--- config.mk ---
export PLATFORM = sky130hd
export DESIGN_NAME = alu_issue_stage
export DESIGN_NICKNAME = d
export VERILOG_FILES = /design/src/rtl/alu_pkg.sv /design/src/rtl/alu_regfile.sv /design/src/rtl/alu_issue_stage.sv
export SDC_FILE = /design/constraint.sdc
export NUM_CORES = 1
export LEC_CHECK = 0
export CAP_MARGIN = 20
export CORE_ASPECT_RATIO = 1.2
export CORE_UTILIZATION = 40
export DETAILED_ROUTE_END_ITERATION = 10
export PLACE_DENSITY = 0.8
export SETUP_SLACK_MARGIN = 0.05
export SLEW_MARGIN = 20
export SYNTH_ARGS = -nofsm -noshare
export SYNTH_HDL_FRONTEND = slang
export SYNTH_SLANG_ARGS = --single-unit
--- constraint.sdc ---
create_clock -name clk -period 3.1 [get_ports clk]
set_input_delay 0.465 -clock clk [delete_from_list [all_inputs] [get_ports clk]]
set_output_delay 0.465 -clock clk [all_outputs]
set_load 0.01 [all_outputs]
--- src/rtl/alu_pkg.sv ---
// Shared definitions for the ALU issue/writeback slice.
// Holds the opcode encodings, the issue-stage FSM state type, the flag
// bit positions and the packed flag payload captured from the ALU.
package alu_pkg;

    localparam int unsigned FLAGS_W = 4;

    // Opcode encodings understood by the ALU; 3'b100..3'b111 raise error.
    localparam logic [2:0] OP_ADD = 3'b000;
    localparam logic [2:0] OP_SUB = 3'b001;
    localparam logic [2:0] OP_AND = 3'b010;
    localparam logic [2:0] OP_OR  = 3'b011;

    // Flag bit positions inside flags_q.
    localparam int unsigned FLG_Z = 0;
    localparam int unsigned FLG_C = 1;
    localparam int unsigned FLG_O = 2;
    localparam int unsigned FLG_E = 3;

    typedef enum logic [1:0] {
        IDLE = 2'd0,
        EXEC = 2'd1,
        WB   = 2'd2
    } state_t;

    // Flag payload, MSB first: {error, overflow, carry, zero}.
    typedef struct packed {
        logic error;
        logic overflow;
        logic carry;
        logic zero;
    } flags_t;

endpackage

--- src/rtl/alu_regfile.sv ---
// Small register file for the issue stage.
// Ports: clk/rst_n (async active-low, clears all entries), one write port
// (we/waddr/wdata), three combinational read ports: two operand reads
// (raddr1/rdata1, raddr2/rdata2) and a debug read (raddr3/rdata3).
module alu_regfile #(
    parameter  int unsigned DATA_W = 2,
    parameter  int unsigned NREGS  = 4,
    localparam int unsigned AW     = $clog2(NREGS)
) (
    input  logic              clk,
    input  logic              rst_n,
    input  logic              we,
    input  logic [AW-1:0]     waddr,
    input  logic [DATA_W-1:0] wdata,
    input  logic [AW-1:0]     raddr1,
    output logic [DATA_W-1:0] rdata1,
    input  logic [AW-1:0]     raddr2,
    output logic [DATA_W-1:0] rdata2,
    input  logic [AW-1:0]     raddr3,
    output logic [DATA_W-1:0] rdata3
);

    logic [DATA_W-1:0] rf [NREGS];

    // Storage with single write port.
    always_ff @(posedge clk or negedge rst_n) begin
        if (!rst_n) begin
            for (int i = 0; i < int'(NREGS); i++) begin
                rf[i] <= '0;
            end
        end else if (we) begin
            rf[waddr] <= wdata;
        end
    end

    // Combinational reads.
    assign rdata1 = rf[raddr1];
    assign rdata2 = rf[raddr2];
    assign rdata3 = rf[raddr3];

endmodule

--- src/rtl/alu_issue_stage.sv ---
// Issue/writeback stage wrapped around the combinational 2-bit ALU.
// Accepts register-addressed instructions (instr_*), direct register loads
// (ld_*), drives registered operands/opcode to the ALU (alu_a/alu_b/alu_sel),
// captures the ALU result and flags (alu_out/alu_zero/alu_carry/
// alu_overflow/alu_error -> result_q/flags_q), writes the result back,
// pulses done on retire and keeps err_sticky (cleared by clr_err).
// dbg_addr/dbg_data give a combinational register read.
module alu_issue_stage
    import alu_pkg::*;
#(
    parameter  int unsigned DATA_W = 2,
    parameter  int unsigned NREGS  = 4,
    parameter  int unsigned SEL_W  = 3,
    localparam int unsigned AW     = $clog2(NREGS)
) (
    input  logic               clk,
    input  logic               rst_n,
    input  logic               instr_valid,
    output logic               instr_ready,
    input  logic [SEL_W-1:0]   instr_op,
    input  logic [AW-1:0]      instr_rd,
    input  logic [AW-1:0]      instr_rs1,
    input  logic [AW-1:0]      instr_rs2,
    input  logic               ld_valid,
    output logic               ld_ready,
    input  logic [AW-1:0]      ld_addr,
    input  logic [DATA_W-1:0]  ld_data,
    output logic [DATA_W-1:0]  alu_a,
    output logic [DATA_W-1:0]  alu_b,
    output logic [SEL_W-1:0]   alu_sel,
    input  logic [DATA_W-1:0]  alu_out,
    input  logic               alu_zero,
    input  logic               alu_carry,
    input  logic               alu_overflow,
    input  logic               alu_error,
    output logic [DATA_W-1:0]  result_q,
    output logic [FLAGS_W-1:0] flags_q,
    output logic               done,
    output logic               err_sticky,
    input  logic               clr_err,
    input  logic [AW-1:0]      dbg_addr,
    output logic [DATA_W-1:0]  dbg_data
);

    state_t            state;
    state_t            state_next;
    logic              accept;
    logic              ld_wr;
    logic              wb_wr;
    logic              rf_we;
    logic [AW-1:0]     rf_waddr;
    logic [DATA_W-1:0] rf_wdata;
    logic [DATA_W-1:0] rs1_data;
    logic [DATA_W-1:0] rs2_data;
    logic [AW-1:0]     rd_q;
    flags_t            flags_cap;

    // Load and writeback never overlap: loads only in IDLE, writeback only in WB.
    assign rf_we    = ld_wr | wb_wr;
    assign rf_waddr = wb_wr ? rd_q : ld_addr;
    assign rf_wdata = wb_wr ? result_q : ld_data;

    alu_regfile #(
        .DATA_W (DATA_W),
        .NREGS  (NREGS)
    ) u_regfile (
        .clk    (clk),
        .rst_n  (rst_n),
        .we     (rf_we),
        .waddr  (rf_waddr),
        .wdata  (rf_wdata),
        .raddr1 (instr_rs1),
        .rdata1 (rs1_data),
        .raddr2 (instr_rs2),
        .rdata2 (rs2_data),
        .raddr3 (dbg_addr),
        .rdata3 (dbg_data)
    );

    // State register.
    always_ff @(posedge clk or negedge rst_n) begin
        if (!rst_n) begin
            state <= IDLE;
        end else begin
            state <= state_next;
        end
    end

    // Next state and handshake/control decode; a load wins over an instruction.
    always_comb begin
        state_next  = state;
        instr_ready = 1'b0;
        ld_ready    = 1'b0;
        accept      = 1'b0;
        ld_wr       = 1'b0;
        wb_wr       = 1'b0;
        done        = 1'b0;
        case (state)
            IDLE: begin
                ld_ready    = 1'b1;
                instr_ready = !ld_valid;
                ld_wr       = ld_valid;
                if (instr_valid && !ld_valid) begin
                    accept     = 1'b1;
                    state_next = EXEC;
                end
            end
            EXEC: begin
                state_next = WB;
            end
            WB: begin
                done       = 1'b1;
                wb_wr      = !flags_q[FLG_E];
                state_next = IDLE;
            end
            default: begin
                state_next = IDLE;
            end
        endcase
    end

    assign flags_cap = '{error:    alu_error,
                         overflow: alu_overflow,
                         carry:    alu_carry,
                         zero:     alu_zero};

    // Operand issue and result capture registers.
    always_ff @(posedge clk or negedge rst_n) begin
        if (!rst_n) begin
            alu_a    <= '0;
            alu_b    <= '0;
            alu_sel  <= '0;
            rd_q     <= '0;
            result_q <= '0;
            flags_q  <= '0;
        end else begin
            if (accept) begin
                alu_a   <= rs1_data;
                alu_b   <= rs2_data;
                alu_sel <= instr_op;
                rd_q    <= instr_rd;
            end
            if (state == EXEC) begin
                result_q <= alu_out;
                flags_q  <= flags_cap;
            end
        end
    end

    // Sticky error: a new error in EXEC takes precedence over clear.
    always_ff @(posedge clk or negedge rst_n) begin
        if (!rst_n) begin
            err_sticky <= 1'b0;
        end else if ((state == EXEC) && alu_error) begin
            err_sticky <= 1'b1;
        end else if (clr_err) begin
            err_sticky <= 1'b0;
        end
    end

endmodule
# Word-level counts from Yosys, hierarchy flattened
# Cells that the tools add are included.
# Widths: inputs -> output; s select.
classes:
  n_reduce_logical: 7
  n_eq_ne: 3
  n_bitwise: 5
  magnitude_cmp: 5
  muxes: 25
ops:
  columns: ["op", "count"]
  rows:
  - ["$mux 2", 10]
  - ["$bmux 2 s2", 3]
  - ["$ge 3x3->1 const B", 4]
  - ["$not 2->3", 4]
  - ["$mux 1", 9]
  - ["$bwmux 8", 1]
  - ["$demux 2 s2", 1]
  - ["$pmux 2 s2", 1]
  - ["$logic_and 1x1->1", 3]
  - ["$lt 3x1->1 const B", 1]
  - ["$eq 2x1->1 const B", 1]
  - ["$eq 2x2->1 const B", 1]
  - ["$logic_not 1->1", 2]
  - ["$logic_not 2->1", 1]
  - ["$ne 2x2->1 const B", 1]
  - ["$reduce_bool 2->1", 1]
  - ["$or 1x1->1", 1]
totals:
  word_cells: 57
  ff_bits: 26

# Depth between registers and ports, before layout
logic_depth:
  word_depth: 9
  depth_mapped: 5
  mapped_depth_nobuf: 4

# By module
# A second synthesis with hierarchy kept.
unflattened:
  hier_cells: 76
  area_unflattened_um2: 1249.9
by_module_without_submodules:
  columns: ["module", "area_per_inst_um2", "cells_each", "instances", "seq_area_each_um2"]
  rows:
  - ["alu_issue_stage", 769.5, 50, 1, 450.4]
  - ["alu_regfile", 480.5, 26, 1, 200.2]

# Least setup slack after synthesis
# Ideal clock, no wire load.
synth_timing:
  path_kind: "reg2reg"
  start: "reg state[0]"
  end: "reg u_regfile.rf[6] (netlist name)"
  t_required_ps: 2973
  stages_incl_launch_ff: 5
  arrival_time_ps: 1668
  path_slack_ps: 1304
  period_less_slack_ps: 1796
  cell_sequence: "dfrtp_1 > nor3b_4 > mux2i_1 > or3b_1 > mux2_1"
synth_between:
  elab_chain_len: 9
  elab_cells_between_ends: 14
  cone_classes: "order compare: 2; eq/ne: 1; mux: 7; bitwise: 2; reduce/logical: 2"
synth_rtl:
  columns: ["element", "line_no", "rtl"]
  rows:
  - ["start: declaration", "alu_issue_stage.sv:45", "state_t state;"]
  - ["start signal: assignment", "alu_issue_stage.sv:85", "state <= state_next;"]
  - ["$eq 2x2->1", "alu_issue_stage.sv:98", "case (state)"]
  - ["$mux 1", "alu_issue_stage.sv:98", null]
  - ["$mux 2", "alu_issue_stage.sv:60", "assign rf_waddr = wb_wr ? rd_q : ld_addr;"]
  - ["$not 2->3 (implied by the code)", "alu_regfile.sv:32", "rf[waddr] <= wdata;"]
  - ["$ge 3x3->1 (implied by the code) / $lt 3x1->1 (equally long branches)", "alu_regfile.sv:32", null]
  - ["$logic_and 1x1->1 (implied by the code)", "alu_regfile.sv:32", null]
  - ["$mux 2 (implied by the code)", "alu_regfile.sv:32", null]
  - ["$demux 2 s2", "alu_regfile.sv:32", null]
  - ["$bwmux 8", "alu_regfile.sv:32", null]
  - ["end signal: indexed assignment", "alu_regfile.sv:32", null]
  - ["end: declaration", "alu_regfile.sv:23", "logic [DATA_W-1:0] rf [NREGS];"]
# Several ways; a longest one is shown, not always the timed one.
# A chain may end at the register's enable or synchronous reset.

# Final worst setup path
layout_timing:
  start: "in dbg_addr[0]"
  end: "out dbg_data[1]"
layout_between:
  elab_chain_len: 4
layout_rtl:
  columns: ["element", "line_no", "rtl"]
  rows:
  - ["start: declaration", "alu_issue_stage.sv:41", "input logic [AW-1:0] dbg_addr,"]
  - ["$not 2->3 (implied by the code)", "alu_regfile.sv:39", "assign rdata3 = rf[raddr3];"]
  - ["$bmux 2 s2", "alu_regfile.sv:39", null]
  - ["$mux 2 (implied by the code) (2 in a row)", "alu_regfile.sv:39", null]
  - ["end: declaration", "alu_issue_stage.sv:42", "output logic [DATA_W-1:0] dbg_data"]
# No other way between the ends. The select of a mux whose other input is x is not followed.

==> results.txt <==
status: finished clean
layout cell share with drive strength beyond 1: 21.2%
Boundary Pins: 45
sequential share of the synthesized area: 53.6%
H-Tree Depth: 1
CP endpoint kind: output port
Initial Util: 42.8%
clk buf depth: 2
reg2reg start: state[0]$_DFFE_PN0P_
IO buf count: 44
VDD IR-drop max: 0.000326 V
initial antenna violation count: 0
R2R Path End: u_regfile.rf[7]$_DFFE_PN0P_
Die W: 52.3 µm
All-Layer GR Usage: 17.4%
Final nets: 164
clock latency on the worst-skew pair: 0.32 ns
WL per Instance: 14.5 µm
most frequent cell after synthesis: dfrtp_1
Max-slew headroom: 63.2%
minimum clock period: 2.46 ns
slowest stage cell, crit path: clkdlybuf4s50_1
Vias: 877
# rows: 21
cells after synthesis: 91
RSZ-0062 raised after global routing: no
crit path kind: in -> out
placer congestion estimate: 0.710
worst reg-to-reg setup slack: 1.10 ns
Vias/cell: 5.13
CP max FO: 2
top cells by area, synth: dfrtp_1 54%, mux2_2 16%, mux4_2 11%
TritonCTS clock tree: done
Post-CTS Setup Bufs: 0
Pleak: 0.726 nW
Worst Setup SP: dbg_addr[0]
Reg clk slew, reported paths: 0.14 ns
CP peak stage delay: 0.52 ns
CP arrival: 2.00 ns
Syn Nets: 117
number of synthesized flops with an enable pin: 0
Root Driver: clkbuf_4
period utilization: 79.5%
Die H: 62.4 µm
largest net degree at the start of global routing: 27
DRC: 0
Detail Placement HPWL: 1.93 mm
Yosys cell types: 21
DR pass1 iterations: 4
sink count of the clock tree: 26
Mapped Area: 0.00121 mm²
hold violation total from the final report: 0
CP dominant cell by count: clkdlybuf4s50_1
FF-to-FF path depth: 4
post-synthesis async set-or-reset flop share: 100%
fin cells: 171
CTS Buf Count: 3
Ant. Diodes: 0
PD cells: 664 mW/mm²
Synth Flop Type: dfrtp_1
top cells by count, synth: 26 x dfrtp_1, 19 x nand2_1, 17 x mux2_2
Max Clk Rate: 406 MHz
Synth top area share: 53.6%
actual slew at the worst max-slew pin: 0.552 ns
GR Overflow Total: 0
critical-path cell list: clkdlybuf4s50_1, mux4_2, clkdlybuf4s50_1
Final setup viols: 0
drt total wl: 2.48 mm
Critical Path RT: 2.63 ns
die area: 0.00326 mm²
max cap viols: 0
startpoint types: primary input
crit path to: dbg_data[1]
post-CTS sizing: 0
vias in the first global route: 963
number of synthesis warnings: 0
sum of negative setup slack: 0 ns
HP Class: in -> async
Detail Route Antenna Nets: 0
Final Skew: 0.00345 ns
Yosys top cell by area: dfrtp_1
DR iter-0 viols: 14
area grow syn2layout: 42.3%
first-pass GRT wire length: 4.24 mm
max-slew violations: 0
register bit count reported by yosys: 26
core box area: 0.00284 mm²
Avg Cell Area, Syn: 13.4 µm²
Hold Buf Count CTS: 0
placed insts: 167
-- worst min-delay path by stage --
stage | to | cells after the start
6_report | alu_a[0]$_DFFE_PN0P_ | 1
4_1_cts | flags_q[0]$_DFFE_PN0N_ | 2
2_1_floorplan | alu_a[0]$_DFFE_PN0P_ | 0
5_1_grt | alu_a[0]$_DFFE_PN0P_ | 1
3_3_place_gp | flags_q[1]$_DFFE_PN0N_ | 2
3_5_place_dp | flags_q[0]$_DFFE_PN0N_ | 2
-- per-layer routing --
| layer | GRT usage [%] | up-vias | wire, µm |
|---|---|---|---|
| li1 | - | 413 | - |
| met3 | 2.43 | 4 | 121 |
| met2 | 29.9 | 30 | 1310 |
| met5 | 0 | - | 0 |
| met1 | 21.1 | 430 | 998 |
| met4 | 6.91 | 0 | 51 |
-- where the power goes --
part | total [mW] | internal (mW) | switching [mW]
logic | 0.395 | 0.266 | 0.129
registers | 0.521 | 0.439 | 0.0824
clock network | 0.231 | 0.131 | 0.100
total | 1.15 | 0.836 | 0.311
-- flip-flops by register name, summed over array words and instances (netlist names) --
register and cells:
rd_q 2, alu_b 2, flags_q 4, state 2, alu_sel 3, err_sticky 1
result_q 2, u_regfile.rf 8, alu_a 2
-- worst max-delay path, delay by kind of cell --
| kind | cells | cell delay, ns |
|---|---|---|
| mux | 1 | 0.52 |
| buf+inv | 2 | 1.01 |
-- area by class of cell --
type	instances	area, µm²
Sequential cell	26	651
Clock buffer	3	22.5
Inverter	2	7.51
Clock inverter	1	30.0
Timing Repair Buffer	44	435
Multi-Input combinational cell	61	541
Fill cell	230	1110
Tap cell	34	42.5
-- metrics by stage --
stage / area [µm²] / utilization, % / hold slack [ns] / total power [mW] / setup WS (ns)
2_1_floorplan: 1210 / - / 0.169 / 0.707 / 1.30
4_1_cts: 1730 / 61.1 / 0.495 / 1.16 / 0.635
3_5_place_dp: 1680 / 59.3 / 0.461 / 0.927 / 0.635
3_3_place_gp: 1680 / 59.3 / 0.461 / 0.908 / 0.648
5_1_grt: 1730 / 60.9 / 0.138 / 1.22 / 0.592
6_report: 1730 / 60.9 / 0.106 / 1.15 / 0.636
-- cell families (layout without fill, tap and decap cells) --
family,count (synthesis),count (layout),synth area share (%)
DFF,26,26,53.6
buffers and inverters,4,50,1.96
muxes,26,26,29.6
and+or+nand+nor,32,32,13.7
AOI/OAI and AO/OA,3,3,1.24
-- layout by cell type, fill, tap and decap left out, drive strengths merged --
| cell type | netlist | final |
|---|---|---|
| and2 | 1 | 1 |
| nand2b | 1 | 1 |
| buf | 2 | 1 |
| and2b | 1 | 1 |
| dfrtp | 26 | 26 |
| nor3b | 2 | 2 |
| bufinv | 0 | 1 |
| or2b | 1 | 1 |
| nand3b | 2 | 2 |
| mux4 | 6 | 6 |
| mux2i | 1 | 1 |
| nand2 | 19 | 19 |
| or3b | 1 | 1 |
| a21oi | 2 | 2 |
| nor3 | 2 | 2 |
| nor2 | 2 | 2 |
| clkdlybuf4s50 | 0 | 43 |
| mux2 | 19 | 19 |
| inv | 2 | 2 |
| o21ai | 1 | 1 |
| clkbuf | 0 | 3 |
Note: power is estimated with default switching activity, not from simulation.
